### config.mk
export PLATFORM = sky130hd
export DESIGN_NAME = frame_buffer_writer
export DESIGN_NICKNAME = d
export VERILOG_FILES = /design/src/rtl/frame_buffer_writer_pkg.sv /design/src/rtl/frame_buffer_writer_raster_counter.sv /design/src/rtl/frame_buffer_writer.sv
export SDC_FILE = /design/constraint.sdc
export NUM_CORES = 1
export LEC_CHECK = 0
export CAP_MARGIN = 20
export CORE_MARGIN = 2
export CORE_UTILIZATION = 30
export DETAILED_ROUTE_END_ITERATION = 16
export PLACE_DENSITY_LB_ADDON = 0.2
export SKIP_LAST_GASP = 1
export SLEW_MARGIN = 25
export SYNTH_ARGS = -nofsm -noshare
export SYNTH_HDL_FRONTEND = slang
export SYNTH_SLANG_ARGS = --single-unit
### constraint.sdc
create_clock -name i_clk -period 2.4 [get_ports i_clk]
set_clock_uncertainty 0.15 [all_clocks]
set_input_delay 0.36 -clock i_clk [delete_from_list [all_inputs] [get_ports i_clk]]
set_output_delay 0.36 -clock i_clk [all_outputs]
set_load 0.03 [all_outputs]
### src/rtl/frame_buffer_writer_pkg.sv
// -----------------------------------------------------------------------------
// frame_buffer_writer_pkg
// Shared panel constants for the HUB75 frame buffer write path: panel geometry,
// RAM word address width per page, RGB565 field positions and the writer state
// encoding.
// -----------------------------------------------------------------------------
package frame_buffer_writer_pkg;

    localparam int PANEL_COLS = 64;
    localparam int PANEL_ROWS = 64;
    localparam int RAM_ADDR_W = 11;

    // RGB565 field MSB positions: {R[15:11], G[10:5], B[4:0]}
    localparam int RGB_R_MSB  = 15;
    localparam int RGB_G_MSB  = 10;
    localparam int RGB_B_MSB  = 4;

    typedef enum logic [1:0] {
        ST_IDLE      = 2'd0,
        ST_WRITE     = 2'd1,
        ST_WAIT_SWAP = 2'd2
    } fbw_state_e;

endpackage

### src/rtl/frame_buffer_writer_raster_counter.sv
// -----------------------------------------------------------------------------
// raster_counter
// Column/row position of the next pixel in a raster-ordered frame.
//   i_clk, i_rst_n : clock, async active-low reset (position 0,0)
//   i_restart      : sync load to (row 0, col 1) - the SOF pixel is written at
//                    (0,0) in the same cycle, so the next pixel lands at col 1
//   i_advance      : step one pixel; col wraps into a row increment, and the
//                    row wraps to 0 after the last pixel of the frame
//   o_col, o_row   : current position
//   o_last         : current position is the final pixel of the frame
// -----------------------------------------------------------------------------
module raster_counter #(
    parameter int COLS  = 64,
    parameter int ROWS  = 64,
    parameter int COL_W = $clog2(COLS),
    parameter int ROW_W = $clog2(ROWS)
) (
    input  logic             i_clk,
    input  logic             i_rst_n,
    input  logic             i_restart,
    input  logic             i_advance,
    output logic [COL_W-1:0] o_col,
    output logic [ROW_W-1:0] o_row,
    output logic             o_last
);

    logic [COL_W-1:0] col_r;
    logic [ROW_W-1:0] row_r;

    // Position register; restart has priority over advance.
    always_ff @(posedge i_clk or negedge i_rst_n) begin
        if (!i_rst_n) begin
            col_r <= {COL_W{1'b0}};
            row_r <= {ROW_W{1'b0}};
        end else if (i_restart) begin
            col_r <= COL_W'(1);
            row_r <= {ROW_W{1'b0}};
        end else if (i_advance) begin
            if (col_r == COL_W'(COLS - 1)) begin
                col_r <= {COL_W{1'b0}};
                row_r <= row_r + ROW_W'(1);   // power-of-two ROWS: wraps to 0 after last row
            end else begin
                col_r <= col_r + COL_W'(1);
                row_r <= row_r;
            end
        end else begin
            col_r <= col_r;
            row_r <= row_r;
        end
    end

    assign o_col  = col_r;
    assign o_row  = row_r;
    assign o_last = (col_r == COL_W'(COLS - 1)) && (row_r == ROW_W'(ROWS - 1));

endmodule

### src/rtl/frame_buffer_writer.sv
// -----------------------------------------------------------------------------
// frame_buffer_writer
// Takes a raster-ordered RGB565 stream over valid/ready and writes it into two
// half-panel frame RAM banks (bank 1 = upper rows, bank 2 = lower rows), with
// page double-buffering so the scan driver only sees completed frames.
//   i_clk, i_rst_n        : clock, async active-low reset
//   i_pixel_data/valid/sof: pixel stream in, sof marks pixel (0,0)
//   o_pixel_ready         : low only while a finished page awaits the swap
//   o_ram_addr/data       : registered write port shared by both banks
//   o_ram_b1_we/b2_we     : one-cycle bank write strobes
//   o_write_page          : page being filled
//   o_display_page        : page the scan driver reads
//   i_display_frame_end   : scan driver frame boundary pulse
//   o_frame_done          : pulse, last pixel of a frame accepted
//   o_sof_error           : pulse, SOF seen in the middle of a frame
// -----------------------------------------------------------------------------
module frame_buffer_writer
    import frame_buffer_writer_pkg::*;
#(
    parameter int COLS   = PANEL_COLS,
    parameter int ROWS   = PANEL_ROWS,
    parameter int ADDR_W = RAM_ADDR_W
) (
    input  logic              i_clk,
    input  logic              i_rst_n,
    input  logic [15:0]       i_pixel_data,
    input  logic              i_pixel_valid,
    input  logic              i_pixel_sof,
    output logic              o_pixel_ready,
    output logic [ADDR_W-1:0] o_ram_addr,
    output logic [15:0]       o_ram_data,
    output logic              o_ram_b1_we,
    output logic              o_ram_b2_we,
    output logic              o_write_page,
    output logic              o_display_page,
    input  logic              i_display_frame_end,
    output logic              o_frame_done,
    output logic              o_sof_error
);

    localparam int COL_W = $clog2(COLS);
    localparam int ROW_W = $clog2(ROWS);

    fbw_state_e        state_r;
    fbw_state_e        next_state_s;

    logic [COL_W-1:0]  col_s;
    logic [ROW_W-1:0]  row_s;
    logic              last_s;

    logic              accept_s;
    logic              do_write_s;
    logic              at_origin_s;
    logic              cnt_restart_s;
    logic              cnt_advance_s;
    logic              frame_done_s;
    logic              sof_error_s;
    logic              swap_s;
    logic [COL_W-1:0]  wr_col_s;
    logic [ROW_W-1:0]  wr_row_s;
    logic [15:0]       wr_data_s;

    logic [ADDR_W-1:0] ram_addr_r;
    logic [15:0]       ram_data_r;
    logic              b1_we_r;
    logic              b2_we_r;
    logic              write_page_r;
    logic              display_page_r;
    logic              frame_done_r;
    logic              sof_error_r;

    raster_counter #(
        .COLS (COLS),
        .ROWS (ROWS)
    ) u_raster_counter (
        .i_clk     (i_clk),
        .i_rst_n   (i_rst_n),
        .i_restart (cnt_restart_s),
        .i_advance (cnt_advance_s),
        .o_col     (col_s),
        .o_row     (row_s),
        .o_last    (last_s)
    );

    assign o_pixel_ready = (state_r != ST_WAIT_SWAP);
    assign accept_s      = i_pixel_valid & o_pixel_ready;

    // Next state and per-cycle write/counter controls.
    always_comb begin
        next_state_s  = state_r;
        do_write_s    = 1'b0;
        at_origin_s   = 1'b0;
        cnt_restart_s = 1'b0;
        cnt_advance_s = 1'b0;
        frame_done_s  = 1'b0;
        sof_error_s   = 1'b0;
        swap_s        = 1'b0;
        case (state_r)
            ST_IDLE: begin
                // Pixels before the first SOF are discarded.
                if (accept_s && i_pixel_sof) begin
                    do_write_s    = 1'b1;
                    at_origin_s   = 1'b1;
                    cnt_restart_s = 1'b1;
                    next_state_s  = ST_WRITE;
                end else begin
                    next_state_s  = ST_IDLE;
                end
            end
            ST_WRITE: begin
                if (accept_s) begin
                    do_write_s = 1'b1;
                    if (i_pixel_sof) begin
                        // Resynchronise on the new frame start and flag it.
                        at_origin_s   = 1'b1;
                        cnt_restart_s = 1'b1;
                        sof_error_s   = 1'b1;
                        next_state_s  = ST_WRITE;
                    end else begin
                        cnt_advance_s = 1'b1;
                        if (last_s) begin
                            frame_done_s = 1'b1;
                            next_state_s = ST_WAIT_SWAP;
                        end else begin
                            next_state_s = ST_WRITE;
                        end
                    end
                end else begin
                    next_state_s = ST_WRITE;
                end
            end
            ST_WAIT_SWAP: begin
                if (i_display_frame_end) begin
                    swap_s       = 1'b1;
                    next_state_s = ST_IDLE;
                end else begin
                    next_state_s = ST_WAIT_SWAP;
                end
            end
            default: begin
                next_state_s = ST_IDLE;
            end
        endcase
    end

    assign wr_col_s  = at_origin_s ? {COL_W{1'b0}} : col_s;
    assign wr_row_s  = at_origin_s ? {ROW_W{1'b0}} : row_s;
    assign wr_data_s = {i_pixel_data[RGB_R_MSB -: 5],
                        i_pixel_data[RGB_G_MSB -: 6],
                        i_pixel_data[RGB_B_MSB -: 5]};

    // FSM state register.
    always_ff @(posedge i_clk or negedge i_rst_n) begin
        if (!i_rst_n) begin
            state_r <= ST_IDLE;
        end else begin
            state_r <= next_state_s;
        end
    end

    // Registered RAM write port, status pulses and page registers.
    always_ff @(posedge i_clk or negedge i_rst_n) begin
        if (!i_rst_n) begin
            ram_addr_r     <= {ADDR_W{1'b0}};
            ram_data_r     <= 16'h0000;
            b1_we_r        <= 1'b0;
            b2_we_r        <= 1'b0;
            write_page_r   <= 1'b0;
            display_page_r <= 1'b1;
            frame_done_r   <= 1'b0;
            sof_error_r    <= 1'b0;
        end else begin
            // Row MSB picks the bank; the remaining row bits form the address.
            b1_we_r      <= do_write_s & ~wr_row_s[ROW_W-1];
            b2_we_r      <= do_write_s &  wr_row_s[ROW_W-1];
            frame_done_r <= frame_done_s;
            sof_error_r  <= sof_error_s;
            if (do_write_s) begin
                ram_addr_r <= {wr_row_s[ROW_W-2:0], wr_col_s};
                ram_data_r <= wr_data_s;
            end else begin
                ram_addr_r <= ram_addr_r;
                ram_data_r <= ram_data_r;
            end
            if (swap_s) begin
                display_page_r <= write_page_r;
                write_page_r   <= ~write_page_r;
            end else begin
                display_page_r <= display_page_r;
                write_page_r   <= write_page_r;
            end
        end
    end

    assign o_ram_addr     = ram_addr_r;
    assign o_ram_data     = ram_data_r;
    assign o_ram_b1_we    = b1_we_r;
    assign o_ram_b2_we    = b2_we_r;
    assign o_write_page   = write_page_r;
    assign o_display_page = display_page_r;
    assign o_frame_done   = frame_done_r;
    assign o_sof_error    = sof_error_r;

endmodule

==> results.yml, run 1 <==
global_routing:
  use_met3: 0.0545
  met1_usage: 0.194
  grt_use_total: 0.136
  grt_util_met2: 0.190
  overflow: 0
  grt_pass1_vias: 1500
  grt_pass1_wl_um: 7580
  top_usage_layer: "met1"
  grt_max_degree: 26
  antenna_found_initial: 0
timing:
  finalMaxSlewViolations: 0
  fin_crit_ns: 2.21
  fin_tns_setup_ns: 0
  fin_hold_ws_ns: 0.327
  post-route-period-util: 0.919
  maxSlewHeadroom: 0.627
  worstMarginPinSlew_ns: 0.559
  fmax_mhz: 453
  rsz0062_at_grt: "no"
  hold_viol_final: 0
  setup_viol: 0
critical_path:
  timing_worst_setup_path_type: "register to output pin"
  worstPathRequired_ns: 1.89
  end_kind: "output pin"
  startpoint_type: "register"
  worstPathArrival_ns: 1.70
  reg2reg_slack_ns: 0.46
  cp_max_fo: 10
logic_synthesis:
  async_reset_ff_frac: 1.00
  yosys.area.top_type: "dfrtp_1"
  syn_inst: 189
  synth_ff_type: "dfrtp_1"
  synth_edf_count: 0
  synth.avg_cell_area_um2: 10.4
  yosys_warnings: 0
  syn_area_um2: 1970
  ys_ff_latch: 47
  ys_seq_area_frac: 0.598
  synthTopCellsByArea: "dfrtp_1 (58%), nand2_1 (11%), a22o_1 (4.5%)"
  syn_nets: 212
  synth_top_area_share: 0.585
  synth_cell_types: 40
layout:
  syn_to_final_growth_pct: 40.9
  stdcell_count: 329
  fillers: 634
  layout-drive-gt1-share: 0.103
  multi_input_area_um2: 742
  diodes: 0
  regArea_um2: 1180
  nets: 274
floorplan:
  rows: 29
  initial_utilization: 0.310
  die_h_um: 85.0
  design.core.area_um2: 6350
  die-area_um2: 7220
  die_w_um: 85.0
  ios: 55
run_status:
  status: "completed"
placed_design:
  dp_cells: 320
  gp_congestion: 0.757
  dp_hpwl_um: 3230
  numPortBuffers: 54
clock_tree:
  cts.sinks: 47
  clock_insertion_delay_worst_skew_ns: 0.30
  clk_pin_slew_worst_paths_ns: 0.08
  cts_buffers: 5
  clock-root-buffer: "clkbuf_8"
  clockBufferDepth: 2
  postCtsSetupBuffers: 0
  cts_tree: "yes"
  ctsResizeCount: 0
  htreeDepth: 2
worst_hold_path:
  hold_class: "register to register"
detailed_routing:
  route.vias.total: 1547
  wl_per_cell_um: 13.8
  route.detailed.drc: 0
  drt_pass1_iterations: 4
  drt_iter0_markers: 111
  drtAntennaViolNets: 0
  routed_wl_um: 4540
  avgViaCountPerCell: 4.70
job:
  cap_violations: 0
pwr:
  ir_drop_mv: 0.326
  pwr_density_cell_nw_per_um2: 732
  leakage_nw: 1.29
-- synthesized netlist by cell type, types with 2 or more instances --
master	n
a21o_1	2
a21oi_1	6
a22o_1	10
a31oi_1	2
and2_1	2
and3_1	3
buf_2	2
clkbuf_1	5
dfrtp_1	46
ha_1	2
inv_1	4
mux2i_1	2
nand2_1	56
nand2b_1	3
nand3_1	6
nand3b_1	2
nand4_1	2
nor2_1	7
nor2b_1	2
o21ai_0	2
o22ai_1	2
o31ai_1	2
or3_1	2
-- path summary, 6_finish.rpt --
check,endpoint,cells past startpoint,from
max,o_pixel_ready,2,state_r[0]
max reg2reg,state_r[0],4,u_raster_counter.o_col[1]
min,o_ram_data[4],2,o_ram_data[4]
min reg2reg,o_ram_data[4],2,o_ram_data[4]
max in group asynchronous,o_display_page,3,i_rst_n
min in group asynchronous,o_ram_addr[6],2,i_rst_n
-- repair_timing --
| item | 4_1_cts | 5_1_grt |
|---|---|---|
| hold buffers | 1 | 0 |
| endpoints found under the setup margin | 0 | 0 |
| hold endpoints to repair | 23 | 0 |
-- per-layer routing --
layer	wire length, um	part of all wire
met3	336	0.074
met2	1920	0.42
met1	2210	0.49
met5	0	0
met4	68	0.015
-- cells by family (layout without fill, tap and decap cells) --
| family | count (synthesis) | in the layout | synth area share |
|---|---|---|---|
| XOR/XNOR | 2 | 2 | 0.00890 |
| buffers and inverters | 13 | 76 | 0.0299 |
| multiplexers | 3 | 3 | 0.0159 |
| AO/OA/AOI/OAI | 31 | 31 | 0.114 |
| flip-flops | 47 | 47 | 0.598 |
| adder cells (fa/ha/maj) | 2 | 2 | 0.0127 |
| AND/OR/NAND/NOR | 91 | 91 | 0.221 |
-- through the flow --
step                total power [W]  setup WS, ns  area (um2)  utilization
finish                      0.00203         0.194        2770        0.437
floorplan                   0.00121         0.642        1970            -
global route                0.00215        0.0869        2770        0.437
CTS                         0.00206         0.174        2770        0.437
detailed placement          0.00144         0.215        2650        0.417
global placement            0.00144         0.263        2650        0.417
-- layout by cell type, fill, tap and decap left out, drive strengths merged, types with 2 or more instances in the layout --
cell	count
and3	4
dfrtp	46
mux2i	2
inv	4
o21ai	3
and2	2
a31oi	2
nand3	7
o31ai	2
nor2b	2
or3	2
nand4	2
a22o	10
nand2b	3
clkdlybuf4s50	53
nand3b	2
buf	10
nor2	7
a21oi	6
clkbuf	6
o22ai	2
nand2	56
a21o	2
ha	2
-- state kept, by name, indices dropped and copies added (netlist names) --
| register | flops |
|---|---|
| state_r | 2 |
| o_ram_data | 16 |
| o_write_page | 1 |
| u_raster_counter.o_col | 6 |
| o_ram_addr | 11 |
| o_display_page | 1 |
| o_ram_b1_we | 1 |
| u_raster_counter.o_row | 6 |
| o_frame_done | 1 |
| o_sof_error | 1 |
| o_ram_b2_we | 1 |
-- power by group --
group	switching (W)	total (W)	internal (W)	leakage (nW)
combinational	0.000270	0.000482	0.000212	0.617
clock	0.000267	0.000604	0.000337	0.0612
sequential	0.0000698	0.000944	0.000874	0.610
-- layout make-up --
cell class	instances	share of cell area
flip-flops and latches	47	0.424
multi-input cells	129	0.267
repair buffers	64	0.226
well taps	77	0.0347
clock buffers	6	0.0298
clock inverters	2	0.0126
inverters	4	0.00541
-- worst max-delay path, cell delays in order (launching register included) --
cell             delay (ns)
dfrtp_1                0.50
nand2b_1               0.21
clkdlybuf4s50_1        0.69
No activity file was read; power rests on OpenSTA's default activity.
==> inputs of run 2 (changes only) <==
--- a/config.mk
+++ b/config.mk
@@ -10,6 +10,7 @@
 export CORE_UTILIZATION = 30
 export DETAILED_ROUTE_END_ITERATION = 16
 export PLACE_DENSITY_LB_ADDON = 0.2
+export REMOVE_ABC_BUFFERS = 1
 export SKIP_LAST_GASP = 1
 export SLEW_MARGIN = 25
 export SYNTH_ARGS = -nofsm -noshare
==> results.yml, run 2 (same netlist as run 1, synthesis figures left out) <==
global_routing:
  overflow: 0
  grt_max_degree: 48
  grt_pass1_vias: 1610
  grt_use_total: 0.129
  grt_pass1_wl_um: 7600
  antenna_found_initial: 0
layout:
  mostFrequentLayoutCell: "nand2_1"
  largest_reg_flops: 16
  stdcell_count: 328
  final_cell_mix: "nand2_1 (56), clkdlybuf4s50_1 (53), dfrtp_1 (46)"
  finalInstanceArea_um2: 2770
  layout-drive-gt1-share: 0.0956
  regArea_um2: 1180
  multi_input_area_um2: 742
  fillers: 619
  diodes: 0
  syn_to_final_growth_pct: 40.8
  nets: 273
detailed_routing:
  wl_per_cell_um: 13.6
  route.detailed.drc: 0
  routed_wl_um: 4450
  drtAntennaViolNets: 0
  drt_pass1_iterations: 4
  avgViaCountPerCell: 4.75
  drt_iter0_markers: 47
  route.vias.total: 1558
placed_design:
  pre_cts_slack_ns: 0.213
  dp_hpwl_um: 3050
  numPortBuffers: 54
  dp_cells: 319
  gp_congestion: 0.710
  dpl_cell_area_um2: 2650
critical_path:
  timing_worst_setup_path_type: "register to output pin"
  timing.rr.end: "state_r[0]"
  rr_worst_depth: 4
  worstPathArrival_ns: 1.68
  cp_slowest_stage_delay_ns: 0.68
  startpoint_type: "register"
  r2r-start: "u_raster_counter.o_col[1]"
  end_kind: "output pin"
  worstPathRequired_ns: 1.89
  critical-path-slowest-cell: "clkdlybuf4s50_1"
  crit_chain: "nand2b_1, clkdlybuf4s50_1"
  cp_max_fo: 10
  reg2reg_slack_ns: 0.47
floorplan:
  die_w_um: 85.0
  rows: 29
  ios: 55
  die_h_um: 85.0
  die-area_um2: 7220
  design.core.area_um2: 6350
  initial_utilization: 0.310
clock_tree:
  clock-root-buffer: "clkbuf_8"
  clk_pin_slew_worst_paths_ns: 0.08
  ctsResizeCount: 0
  cts_tree: "yes"
  hold_buffers: 1
  clock_insertion_delay_worst_skew_ns: 0.30
  clockBufferDepth: 2
  postCtsSetupBuffers: 0
  cts.sinks: 47
  cts_buffers: 5
  htreeDepth: 2
timing:
  maxSlewHeadroom: 0.748
  worstMarginPinSlew_ns: 0.379
  setup_viol: 0
  finalMaxSlewViolations: 0
  fin_hold_ws_ns: 0.327
  fin_crit_ns: 2.19
  setup_ws_ns: 0.212
  post-route-period-util: 0.912
  rsz0062_at_grt: "no"
  hold_viol_final: 0
  fmax_mhz: 457
pwr:
  pwr_density_cell_nw_per_um2: 721
  ir_drop_mv: 0.421
  leakage_nw: 1.28
run_status:
  status: "completed"
worst_hold_path:
  hold_class: "register to register"
  whs_endpoint: "o_ram_data[1]"
  hp-start: "o_ram_data[1]"
  whs_path_depth: 2
job:
  cap_violations: 0
[run 2: cell types whose count changed in the layout (fill, tap and decap cells not counted)]
cell / previous run / this run
buf_4: 8 / 6
buf_12: 1 / 2
clkbuf_1: 0 / 1
clkbuf_8: 6 / 5
clkinv_2: 1 / 0
clkinvlp_4: 0 / 1
[run 2: routing by layer]
| metal | wire length (um) | track usage | up-vias |
|---|---|---|---|
| met5 | 0 | 0 | - |
| met4 | 10 | 0.0332 | 0 |
| met3 | 325 | 0.0389 | 2 |
| met2 | 1950 | 0.209 | 54 |
| met1 | 2160 | 0.169 | 736 |
| li1 | - | - | 766 |
[run 2: worst max-delay path: cells and delay by family (launching register included)]
family / cells / cell delay [ns]
buffers and inverters: 1 / 0.68
flip-flops: 1 / 0.50
AND/OR/NAND/NOR: 1 / 0.20
[run 2: how the worst max path moves through the flow]
stage                   from                   endpoint  slack (ns)  cells after the start
2_1_floorplan     state_r[1]  u_raster_counter.o_col[4]       -0.16                      4
3_3_place_gp   i_pixel_valid  u_raster_counter.o_row[1]        0.25                      5
3_5_place_dp   i_pixel_valid             o_ram_data[12]        0.21                      7
4_1_cts           state_r[0]              o_pixel_ready        0.21                      2
5_1_grt           state_r[0]              o_pixel_ready        0.14                      2
6_report          state_r[0]              o_pixel_ready        0.21                      2
[run 2: through the flow]
step | power [W] | setup TNS [ns] | utilization
after floorplan | 0.00120 | -0.473 | -
final | 0.00200 | 0 | 0.436
after detailed placement | 0.00145 | 0 | 0.418
after global placement | 0.00145 | 0 | 0.418
after global routing | 0.00211 | 0 | 0.436
after CTS | 0.00203 | 0 | 0.436
[run 2: final cells by class]
cell class / instances / share of cell area
clock inverter: 2 / 0.0135
clock buffer: 6 / 0.0262
timing repair buffer: 63 / 0.228
tap: 77 / 0.0348
inverter: 4 / 0.00542
multi-input combinational: 129 / 0.268
sequential: 47 / 0.425
[run 2: report_power, final]
group          total [W]  leakage (nW)  internal, W  switching, W
sequential      0.000943         0.610     0.000874     0.0000688
clock           0.000572        0.0514     0.000311      0.000261
combinational   0.000485         0.617     0.000213      0.000272
==> variant (settings of run 2) <==
Remove the register `sof_error_r`: a continuous assignment takes its place, so the output `o_sof_error` follows one clock earlier.
--- a/src/rtl/frame_buffer_writer.sv
+++ b/src/rtl/frame_buffer_writer.sv
@@ -168,13 +168,11 @@
             write_page_r   <= 1'b0;
             display_page_r <= 1'b1;
             frame_done_r   <= 1'b0;
-            sof_error_r    <= 1'b0;
         end else begin
             // Row MSB picks the bank; the remaining row bits form the address.
             b1_we_r      <= do_write_s & ~wr_row_s[ROW_W-1];
             b2_we_r      <= do_write_s &  wr_row_s[ROW_W-1];
             frame_done_r <= frame_done_s;
-            sof_error_r  <= sof_error_s;
             if (do_write_s) begin
                 ram_addr_r <= {wr_row_s[ROW_W-2:0], wr_col_s};
                 ram_data_r <= wr_data_s;
@@ -191,6 +189,8 @@
             end
         end
     end
+
+    assign sof_error_r = sof_error_s;
 
     assign o_ram_addr     = ram_addr_r;
     assign o_ram_data     = ram_data_r;
Function: changed (Yosys sat finds a counterexample within 4 cycles, from zero or initial values and one cycle with i_rst_n low).
==> variant against run 2 <==
  * The flow now finishes with violations (hold timing)
  * Non-clock buffer count down 1
  * Design area down 1.9%
  * Sequential cell count down 1
  * Synthesized area down 1.3%
  * Wire length down 0.27%
  * Power down 1.6%
  * Global-route usage about the same
  * Worst setup slack better by 15 ps
  * Largest power group unchanged
  * Highest routed layer unchanged
==> variant: results (changes against run 2) <==
| Metric | Value |
|---|---|
| DRT Pass-1 Iters | `4 (unchanged)` |
| DR iter-0 viols | `68 (was 47)` |
| Synth cell count leaders | `56 x nand2_1, 45 x dfrtp_1, 10 x a22o_1 (was 56 x nand2_1, 46 x dfrtp_1, 10 x a22o_1)` |
| Tot GR Track Use | `12.9% (about the same)` |
| Pwr Total | `1.97 mW (was 2.00 mW)` |
| Peak VDD IR | `0.243 mV (was 0.421 mV)` |
| Run status | `complete, but fails checks (was finished, final reports clean)` |
| Layout fillers | `605 (was 619)` |
| Total internal power | `1.37 mW (was 1.40 mW)` |
| Failing checks | `hold timing` |
| Number of cells produced by synthesis | `188 (was 189)` |
| Via density | `4.62 (was 4.75)` |
| Hold Path Class | `input port to async pin (was flip-flop to flip-flop)` |
| CP Data Arrival Time | `1660 ps (was 1680 ps)` |
| Routed Wire Length | `4440 um (was 4450 um)` |
| Hold slack | `-3.39 ps (was 327 ps)` |
| Largest cells by area after synthesis | `dfrtp_1 58%, nand2_1 11%, a22o_1 4.5% (unchanged)` |
| Clk pwr share | `28.7% (was 28.6%)` |
| Final Hold Vio Count | `10 (was 0)` |
| Fin nets | `271 (was 273)` |
| Vias in the first global route | `1513 (was 1610)` |
| Sequential area share after synthesis | `59.3% (was 59.8%)` |
| Leakage | `1.26 nW (was 1.28 nW)` |
| Largest net degree at the start of global routing | `47 (was 48)` |
| Max_slew headroom | `61.5% (was 74.8%)` |
| DP Cell Count | `318 (was 319)` |
| First-pass GRT wire length | `7360 um (was 7600 um)` |
| DPL Wire Length | `3020 um (was 3050 um)` |
| GPL Wtd Cong | `0.736 (was 0.710)` |
-- variant: worst max path at each step --
stage                  start                         to  slack [ps]  depth (start not counted)
2_1_floorplan     state_r[1]  u_raster_counter.o_col[4]        -160                          4
3_3_place_gp   i_pixel_valid  u_raster_counter.o_row[1]         290                          5
3_5_place_dp   i_pixel_valid  u_raster_counter.o_row[1]         250                          5
4_1_cts           state_r[0]              o_pixel_ready         220                          2
5_1_grt           state_r[0]              o_pixel_ready         140                          2
6_report          state_r[0]              o_pixel_ready         230                          2
-- variant: cell families (layout without fill, tap and decap cells) --
group | Yosys count | after routing | synth area share [%]
xor gates and xnor gates | 2 | 2 | 0.902
DFF | 46 | 46 | 59.3
muxes | 3 | 3 | 1.61
adders and majority gates | 2 | 2 | 1.29
and+or+nand+nor | 91 | 91 | 22.3
buffers and inverters | 13 | 74 | 3.03
AOI/OAI and AO/OA | 31 | 31 | 11.5
-- variant: metal layers --
layer,up-vias,wire [um],GRT usage (%)
li1,762,-,-
met5,-,0,0
met3,4,312,4.52
met1,691,2230,17.5
met4,0,40,4.76
met2,48,1850,19.2
-- variant: layout make-up --
cell class	instances	area, um^2	share of cell area, %
tap	77	96.3	3.54
sequential	46	1150	42.4
clock inverter	3	40.0	1.47
clock buffer	5	68.8	2.53
inverter	4	15.0	0.552
multi-input combinational	129	742	27.3
timing repair buffer	62	606	22.3
-- variant: through the flow --
| stage | hold slack (ps) | TNS [ps] | setup WS [ps] | cell area, um^2 |
|---|---|---|---|---|
| 2_1_floorplan | -85.6 | -473 | -156 | 1900 |
| 3_5_place_dp | 315 | 0 | 255 | 2610 |
| 5_1_grt | 41.7 | 0 | 139 | 2720 |
| 6_report | -3.39 | 0 | 226 | 2720 |
| 3_3_place_gp | 308 | 0 | 292 | 2610 |
| 4_1_cts | 8.64 | 0 | 220 | 2720 |
